--- config.mk ---
export PLATFORM = sky130hd
export DESIGN_NAME = msk_nlfsr_ks
export DESIGN_NICKNAME = d
export VERILOG_FILES = /design/src/rtl/msk_nlfsr_pkg.sv /design/src/rtl/msk_nlfsr_step.sv /design/src/rtl/msk_nlfsr_ks.sv
export SDC_FILE = /design/constraint.sdc
export NUM_CORES = 1
export LEC_CHECK = 0
export CAP_MARGIN = 15
export CORE_MARGIN = 4
export CORE_UTILIZATION = 60
export CTS_CLUSTER_DIAMETER = 50
export DETAILED_ROUTE_END_ITERATION = 7
export DONT_BUFFER_PORTS = 1
export PLACE_DENSITY = 0.76
export SYNTH_ARGS = -nofsm -noshare
export SYNTH_HDL_FRONTEND = slang
export SYNTH_HIERARCHICAL = 1
export SYNTH_SLANG_ARGS = --single-unit
--- constraint.sdc ---
create_clock -name clk -period 4.3 [get_ports clk]
set_input_delay 0.215 -clock clk [delete_from_list [all_inputs] [get_ports clk]]
set_output_delay 0.215 -clock clk [all_outputs]
set_load 0.02 [all_outputs]
--- src/rtl/msk_nlfsr_pkg.sv ---
// msk_nlfsr_pkg: shared types, default taps and masked feedback function for the masked NLFSR
package msk_nlfsr_pkg;
  typedef enum logic [1:0] {IDLE = 2'd0, WARM = 2'd1, RUN = 2'd2} state_t;
  localparam logic [28:0] TAPS_A_DEF = 29'h08C9869;
  localparam logic [26:0] TAPS_B_DEF = 27'h02A4D17;
  localparam int NLA_HI_DEF = 28;
  localparam int NLA_LO_DEF = 20;
  localparam int NLB_HI_DEF = 10;
  localparam int NLB_LO_DEF = 6;
  // Shares XOR to hi&lo: share 1 keeps (h1&l1)^(h1|~l2), share 2 keeps (h2|~l2)^(h2&l1).
  function automatic logic mask_fb(input logic sel2, input logic h1, input logic l1,
                                   input logic h2, input logic l2, input logic lin,
                                   input logic x, input logic r);
    return (sel2 ? ((h2 | ~l2) ^ (h2 & l1)) : ((h1 & l1) ^ (h1 | ~l2))) ^ lin ^ x ^ r;
  endfunction
endpackage

--- src/rtl/msk_nlfsr_step.sv ---
// msk_nlfsr_step: combinational one-step update of both masked shares
module msk_nlfsr_step
  import msk_nlfsr_pkg::*;
#(
  parameter int LA = 29,
  parameter int LB = 27,
  parameter logic [LA-1:0] TAPS_A = LA'(TAPS_A_DEF),
  parameter logic [LB-1:0] TAPS_B = LB'(TAPS_B_DEF),
  parameter int NLA_HI = NLA_HI_DEF,
  parameter int NLA_LO = NLA_LO_DEF,
  parameter int NLB_HI = NLB_HI_DEF,
  parameter int NLB_LO = NLB_LO_DEF
) (
  input  logic [LA-1:0] i_a1,
  input  logic [LA-1:0] i_a2,
  input  logic [LB-1:0] i_b1,
  input  logic [LB-1:0] i_b2,
  input  logic          i_r1,
  input  logic          i_r2,
  output logic [LA-1:0] o_a1,
  output logic [LA-1:0] o_a2,
  output logic [LB-1:0] o_b1,
  output logic [LB-1:0] o_b2
);
  // Shift right, masked feedback into the MSB of each register of each share
  always_comb begin
    o_a1 = {mask_fb(1'b0, i_a1[NLA_HI], i_a1[NLA_LO], i_a2[NLA_HI], i_a2[NLA_LO], ^(i_a1 & TAPS_A), i_b1[0], i_r1), i_a1[LA-1:1]};
    o_a2 = {mask_fb(1'b1, i_a1[NLA_HI], i_a1[NLA_LO], i_a2[NLA_HI], i_a2[NLA_LO], ^(i_a2 & TAPS_A), i_b2[0], i_r1), i_a2[LA-1:1]};
    o_b1 = {mask_fb(1'b0, i_b1[NLB_HI], i_b1[NLB_LO], i_b2[NLB_HI], i_b2[NLB_LO], ^(i_b1 & TAPS_B), i_a1[0], i_r2), i_b1[LB-1:1]};
    o_b2 = {mask_fb(1'b1, i_b1[NLB_HI], i_b1[NLB_LO], i_b2[NLB_HI], i_b2[NLB_LO], ^(i_b2 & TAPS_B), i_a2[0], i_r2), i_b2[LB-1:1]};
  end
endmodule

--- src/rtl/msk_nlfsr_ks.sv ---
// msk_nlfsr_ks: two-share masked NLFSR keystream generator with warm-up and valid/ready output
module msk_nlfsr_ks
  import msk_nlfsr_pkg::*;
#(
  parameter int LA = 29,
  parameter int LB = 27,
  parameter logic [LA-1:0] TAPS_A = LA'(TAPS_A_DEF),
  parameter logic [LB-1:0] TAPS_B = LB'(TAPS_B_DEF),
  parameter int NLA_HI = NLA_HI_DEF,
  parameter int NLA_LO = NLA_LO_DEF,
  parameter int NLB_HI = NLB_HI_DEF,
  parameter int NLB_LO = NLB_LO_DEF,
  parameter int WARMUP = 112,
  localparam int W = LA + LB,
  localparam int CW = (WARMUP < 1) ? 1 : $clog2(WARMUP + 1)
) (
  input  logic          clk,
  input  logic          rst,
  input  logic          i_load,
  input  logic [W-1:0]  i_wdata1,
  input  logic [W-1:0]  i_wdata2,
  input  logic          i_ser_in_valid,
  input  logic          i_ser_in,
  input  logic          i_start,
  input  logic          i_halt,
  input  logic          i_r1,
  input  logic          i_r2,
  input  logic          i_ks_ready,
  output logic          o_ks_valid,
  output logic          o_ks1,
  output logic          o_ks2,
  output logic          o_busy,
  output logic [CW-1:0] o_warm_cnt,
  input  logic          i_rxor,
  output logic [W-1:0]  o_rdata1,
  output logic [W-1:0]  o_rdata2,
  output logic [W-1:0]  o_rdata_xor
);
  localparam logic [CW-1:0] WU = CW'(WARMUP);
  logic [LA-1:0] a1_q, a2_q, a1_d, a2_d, na1, na2;
  logic [LB-1:0] b1_q, b2_q, b1_d, b2_d, nb1, nb2;
  logic [CW-1:0] cnt_q, cnt_d, cnt_inc;
  state_t state_q, state_d;
  logic act, step, shift, go;
  msk_nlfsr_step #(
    .LA(LA), .LB(LB), .TAPS_A(TAPS_A), .TAPS_B(TAPS_B),
    .NLA_HI(NLA_HI), .NLA_LO(NLA_LO), .NLB_HI(NLB_HI), .NLB_LO(NLB_LO)
  ) u_step (
    .i_a1(a1_q), .i_a2(a2_q), .i_b1(b1_q), .i_b2(b2_q), .i_r1(i_r1), .i_r2(i_r2),
    .o_a1(na1), .o_a2(na2), .o_b1(nb1), .o_b2(nb2)
  );
  // Load beats halt beats FSM; share registers, state and counter next values
  always_comb begin
    act = !i_load && !i_halt;
    step = act && (state_q == WARM || (state_q == RUN && i_ks_ready));
    shift = act && state_q == IDLE && i_ser_in_valid;
    go = act && state_q == IDLE && !i_ser_in_valid && i_start;
    cnt_inc = cnt_q + 1'b1;
    {a1_d, b1_d} = i_load ? i_wdata1 : shift ? {i_ser_in, a1_q, b1_q[LB-1:1]} : step ? {na1, nb1} : {a1_q, b1_q};
    {a2_d, b2_d} = i_load ? i_wdata2 : shift ? {i_ser_in, a2_q, b2_q[LB-1:1]} : step ? {na2, nb2} : {a2_q, b2_q};
    cnt_d = i_load ? '0 : (act && state_q == WARM) ? cnt_inc : cnt_q;
    state_d = i_load ? IDLE : go ? (WARMUP == 0 ? RUN : WARM) : (act && state_q == WARM && cnt_inc == WU) ? RUN : state_q;
  end
  // State registers
  always_ff @(posedge clk or posedge rst) begin
    if (rst) begin
      a1_q <= '0;
      a2_q <= '0;
      b1_q <= '0;
      b2_q <= '0;
      cnt_q <= '0;
      state_q <= IDLE;
    end else begin
      a1_q <= a1_d;
      a2_q <= a2_d;
      b1_q <= b1_d;
      b2_q <= b2_d;
      cnt_q <= cnt_d;
      state_q <= state_d;
    end
  end
  assign o_ks_valid = state_q == RUN && !i_halt;
  assign o_ks1 = a1_q[0] ^ b1_q[0];
  assign o_ks2 = a2_q[0] ^ b2_q[0];
  assign o_busy = state_q != IDLE;
  assign o_warm_cnt = cnt_q;
  assign o_rdata1 = {a1_q, b1_q};
  assign o_rdata2 = {a2_q, b2_q};
  assign o_rdata_xor = o_rdata1 ^ (i_rxor ? o_rdata2 : '0);
endmodule

# After elaboration in Yosys (flattened, before gate mapping)
# Index checks and enable logic that the tools add are counted.
[word_totals] register_bits=121 out_inout_bits=179 wordCells=74
[op_classes] n_reduce_logical=23 n_eq_ne=3 mux=12 bitwise_logic=29 add_sub_neg=1
[op_table] op="56-bit two-way mux" n=7
[op_table] op="29-bit XOR reduction" n=2
[op_table] op="56-bit bitwise XOR" n=1
[op_table] op="27-bit XOR reduction" n=2
[op_table] op="1-bit bitwise XOR" n=18
[op_table] op="7-bit two-way mux" n=2
[op_table] op="1-bit logical AND" n=10
[op_table] op="7-bit by 1-bit adder with 7-bit output (second input constant)" n=1
[op_table] op="7-bit == test (second input constant)" n=1
[op_table] op="2-bit two-way mux" n=3
[op_table] op="3-bit nonzero test" n=2
[op_table] op="1-bit AND" n=4
[op_table] op="1-bit bitwise OR" n=4
[op_table] op="2-bit nonzero test" n=2
[op_table] op="1-bit zero test" n=3
[op_table] op="2-bit by 1-bit == test with 1-bit output (second input constant)" n=1
[op_table] op="2-bit == test (second input constant)" n=1
[op_table] op="2-bit zero test" n=1
[op_table] op="1-bit inverter" n=2
[op_table] op="1-bit logical OR" n=1

# Depth between registers and ports, before layout
[logic_depth] word_depth=9 ltp_mapped=8 depth_no_buf=5

# By module
# Netlist, hierarchy kept.
[by_module_without_submodules] module="msk_nlfsr_ks" cells_per_inst=683 area_per_inst_um2=7160.6 n_inst=1
[by_module_without_submodules] module="msk_nlfsr_step" cells_per_inst=150 area_per_inst_um2=1336.3 n_inst=1

# Worst setup path after synthesis
# Ideal clock, no wire load.
[synth_path] kind="reg-to-reg" start="reg b1_q[10]" end="reg b1_q[26]" stages_incl_launch_ff=6 setup_time_ns=0.124 n_path_buf=0 arrival_time_ns=1.542 period_less_slack_ns=1.666 path_slack_ns=2.634 path_cell_list="dfrtp_1 > mux2i_1 > xnor2_1 > xnor3_1 > mux2i_1 > a21oi_2"
[synth_between] elab_chain_len=8 elab_cells_between_ends=10 classes_between="3 x mux; 6 x bitwise; 1 x reduce/logical"
[synth_lines] item="start, declared" line_no="msk_nlfsr_ks.sv:41" text="logic [LB-1:0] b1_q, b2_q, b1_d, b2_d, nb1, nb2;"
[synth_lines] item="start signal, assigned" line_no="msk_nlfsr_ks.sv:69" text="b1_q <= '0;"
[synth_lines] item="start signal, assigned" line_no="msk_nlfsr_ks.sv:76" text="b1_q <= b1_d;"
[synth_lines] item="branches (longest 2 deep; another with 27-bit XOR reduction)"
[synth_lines] item="1-bit bitwise XOR (*) (3 in series)" line_no="msk_nlfsr_pkg.sv:14" text="return (sel2 ? ((h2 | ~l2) ^ (h2 & l1)) : ((h1 & l1) ^ (h1 | ~l2))) ^ lin ^ x ^ r;"
[synth_lines] item="via nb1[26]" line_no="msk_nlfsr_ks.sv:41"
[synth_lines] item="56-bit two-way mux (*) (3 in series)" line_no="msk_nlfsr_ks.sv:59" text="{a1_d, b1_d} = i_load ? i_wdata1 : shift ? {i_ser_in, a1_q, b1_q[LB-1:1]} : step ? {na1, nb1} : {a1_q, b1_q};"
# Mark *: on every way through the listed nets, which the timed path passes. The select of a mux whose other input is x is not followed.
# A chain may end at the register's enable or synchronous reset.

# Worst setup path after layout
[layout_path] start="reg state_q[1]" end="reg b1_q[25]"
[layout_between] elab_chain_len=5 elab_cells_between_ends=11 classes_between="2 x eq/ne; 2 x mux; 7 x reduce/logical"
[layout_lines] item="start, declared" line_no="msk_nlfsr_ks.sv:43" text="state_t state_q, state_d;"
[layout_lines] item="start signal, assigned" line_no="msk_nlfsr_ks.sv:79" text="state_q <= state_d;"
[layout_lines] item="2-bit == test or 2-bit zero test (tied branches)" line_no="msk_nlfsr_ks.sv:55, msk_nlfsr_ks.sv:56"
[layout_lines] item="1-bit logical AND, on equally long branches" line_no="msk_nlfsr_ks.sv:55, msk_nlfsr_ks.sv:56"
[layout_lines] item="1-bit logical OR or 1-bit logical AND (tied branches)" line_no="msk_nlfsr_ks.sv:55, msk_nlfsr_ks.sv:56"
[layout_lines] item="1-bit logical AND or 56-bit two-way mux (tied branches)" line_no="msk_nlfsr_ks.sv:55, msk_nlfsr_ks.sv:59"
[layout_lines] item="3-bit nonzero test (no line) or 56-bit two-way mux (tied branches)"
# Parallel ways exist; a longest one is shown, timed or not.

==> results_dict.tcl <==
set metrics [dict create \
    clk_latency_ps 410 \
    worst_slew_pin_slew_ps 1030 \
    die_h_um 127 \
    power_switching_mw 1.74 \
    startpoint_type "flip-flop" \
    synth.area.mux_share 0.135 \
    grt_pass1_vias 6220 \
    dp.cells 852 \
    crit_required_ps 4570 \
    nets 886 \
    drtPass1Iterations 7 \
    pin_count 302 \
    crit_type "reg2reg" \
    routed_wirelength_mm 21.8 \
    layout_min_cycle_time_ps 2590 \
    num_rows 43 \
    dpl.hpwl_mm 14.1 \
    avgRoutedWirePerCell_um 23.0 \
    p_int_mw 2.68 \
    numCtsBuffers 17 \
    synth_xor_area_frac 0.123 \
    fin_crit_sh 0.603 \
    switching_share 0.394 \
    grt_max_degree 113 \
    min_from "i_wdata1[37]" \
    cts_buffer_depth 2 \
    fin_skew_ps 5.94 \
    ys_ff_latch 121 \
    clock-sinks 121 \
    rsz0062_at_grt "false" \
    power_mw 4.43 \
    final_common_cell "dfrtp_1" \
    syn_nets 958 \
    syn-instance-count 833 \
    final_layout_size_suffix_gt1_frac 0.164 \
    initial_core_util 0.612 \
    htree_num_levels 4 \
    final_max_slew_viol_count 0 \
    cts.clk_slew.worst_paths_ps 50 \
    antenna_left 0 \
    cts_root_buf "clkbuf_16" \
    r2r_slack_ps 1710 \
    critPathMaxFanout 54 \
    p_per_area_mw_per_mm2 500 \
    hold_violations 0 \
    final.setup.tns_ps 0 \
    seq_area_frac_synth 0.356 \
    num_vias 6044 \
    synth_cell_types 36 \
    final_cell_mix "121 x dfrtp_1, 115 x mux2i_1, 112 x o22ai_1, 80 x a21oi_2, 79 x xnor2_1" \
    end_kind "flip-flop" \
    synthSimpleGateAreaFrac 0.0502 \
    async_flop_share 1.00 \
    antennaDiodeCount 0 \
    drc_errors 0 \
    nFillCells 1079 \
    p_clk_frac 0.284 \
    gp_congestion 0.845 \
    place.port_buffers 0 \
    yosys_warnings 6 \
    vias_per_cell 6.36 \
    synth_top_family_by_area "compound AO/OA/AOI/OAI gates" \
    die-width_um 127 \
    postCtsSetupBuffers 0 \
    setup_viol 0 \
    grt_pass1_wl_mm 34.5 \
    track_usage 0.268 \
    syn_area_per_cell_um2 10.2 \
    fin_cells 950 \
    p_leak_nw 4.01 \
    combinationalPowerShare 0.299 \
    holdPathStages 2 \
    antenna_found_initial 0 \
    maxClockFrequency_ghz 0.386 \
    dieArea_mm2 0.0161 \
    core_mm2 0.0139 \
    synth_edf_count 0 \
    max-cap-violations 0 \
    synth_flop_cell "dfrtp_1" \
    slew_headroom 0.316 \
    drt-initial-drc-count 312 \
    rr_worst_depth 5 \
    hold_class "in2reg" \
    outcome "complete, no violations" \
    syn_to_final_growth_pct 4.27 \
    ir_worst_vdd_v 0.000281 \
    pwr-share-seq 0.416 \
    hold_end "a1_q[10]$_DFFE_PP0P_" \
    grt-ovfl-total 0 \
    r2r-start "state_q[1]$_DFFE_PP0P_" \
    syn_area_mm2 0.00850 \
    crit_arrival_ps 2870 \
    fin_hold_ws_ps 11.2 \
    synth_compound_area_frac 0.191 \
    cts_tree "built" \
    synth_adder_area_share 0.00295 \
    reg2reg_to "b1_q[25]$_DFFE_PP0P_" \
]
cell usage after synthesis, drive strengths merged, types with 4 or more instances:
cell type | number | area share
o22ai | 112 | 0.082
mux2i | 115 | 0.14
nor2 | 11 | 0.0052
nand3 | 4 | 0.0024
dfrtp | 121 | 0.36
buf | 150 | 0.13
nand2 | 63 | 0.028
xnor3 | 10 | 0.027
a21oi | 111 | 0.10
xnor2 | 81 | 0.085
clkbuf | 18 | 0.0080
xor2 | 11 | 0.011
power groups by stage:
stage	combinational [mW]	clock, mW	sequential [mW]
floorplan	1.33	0	1.75
global placement	1.24	0	1.86
detailed placement	1.27	0	1.86
CTS	1.33	1.28	1.84
global route	1.43	1.33	1.88
finish	1.32	1.26	1.84
cells by family after synthesis:
family | Yosys count
multiplexers | 115
XOR/XNOR | 102
flip-flops | 121
buffers and inverters | 171
AND/OR/NAND/NOR | 93
adder cells (fa/ha/maj) | 2
AO/OA/AOI/OAI | 229
layout make-up:
class | count | area [µm²] | share of cell area
sequential | 121 | 3030 | 0.342
timing repair buffer | 77 | 796 | 0.0898
tap | 180 | 225 | 0.0254
clock buffer | 24 | 492 | 0.0555
multi-input combinational | 541 | 4280 | 0.484
clock inverter | 4 | 20.0 | 0.00226
inverter | 3 | 15.0 | 0.00169
metrics by stage:
| stage | worst slack, ps | cell area (µm²) | utilization |
|---|---|---|---|
| floorplan | 871 | 8500 | - |
| global placement | 1830 | 7630 | 0.550 |
| detailed placement | 1750 | 7630 | 0.550 |
| CTS | 1720 | 8830 | 0.636 |
| global route | 1560 | 8860 | 0.638 |
| finish | 1710 | 8860 | 0.638 |
sequential cells by signal (all words and copies together) (netlist names):
signal,count
a2_q,29
b1_q,27
a1_q,29
o_warm_cnt,7
b2_q,27
state_q,2
how the worst max path moves through the flow:
stage / startpoint / endpoint / slack, ps / cells past startpoint
CTS: state_q[1]$_DFFE_PP0P_ / b1_q[25]$_DFFE_PP0P_ / 1720 / 5
global route: state_q[1]$_DFFE_PP0P_ / b1_q[25]$_DFFE_PP0P_ / 1560 / 5
floorplan: rst / a1_q[0]$_DFFE_PP0P_ / 870 / 1
finish: state_q[1]$_DFFE_PP0P_ / b1_q[25]$_DFFE_PP0P_ / 1710 / 5
global placement: state_q[1]$_DFFE_PP0P_ / a1_q[2]$_DFFE_PP0P_ / 1830 / 5
detailed placement: state_q[1]$_DFFE_PP0P_ / a2_q[5]$_DFFE_PP0P_ / 1750 / 5
critical path, cell delays in order, from the launching register on:
cell and delay (ps):
dfrtp_1 510, nor2_2 230, nand3_4 750, buf_4 560, mux2i_1 250, a21oi_2 80
layer usage:
metal | part of all wire | GRT usage
met5 | 0 | 0
met4 | 0.022 | 0.0896
met3 | 0.073 | 0.0744
met2 | 0.52 | 0.465
met1 | 0.39 | 0.322
timing repair:
| item | in CTS | in global routing |
|---|---|---|
| hold buffers | 69 | 0 |
| resized for setup | 0 | 0 |
| setup endpoints to repair | 0 | 0 |
| hold endpoints to repair | 142 | 0 |
Power figures use the tool's default switching activity.
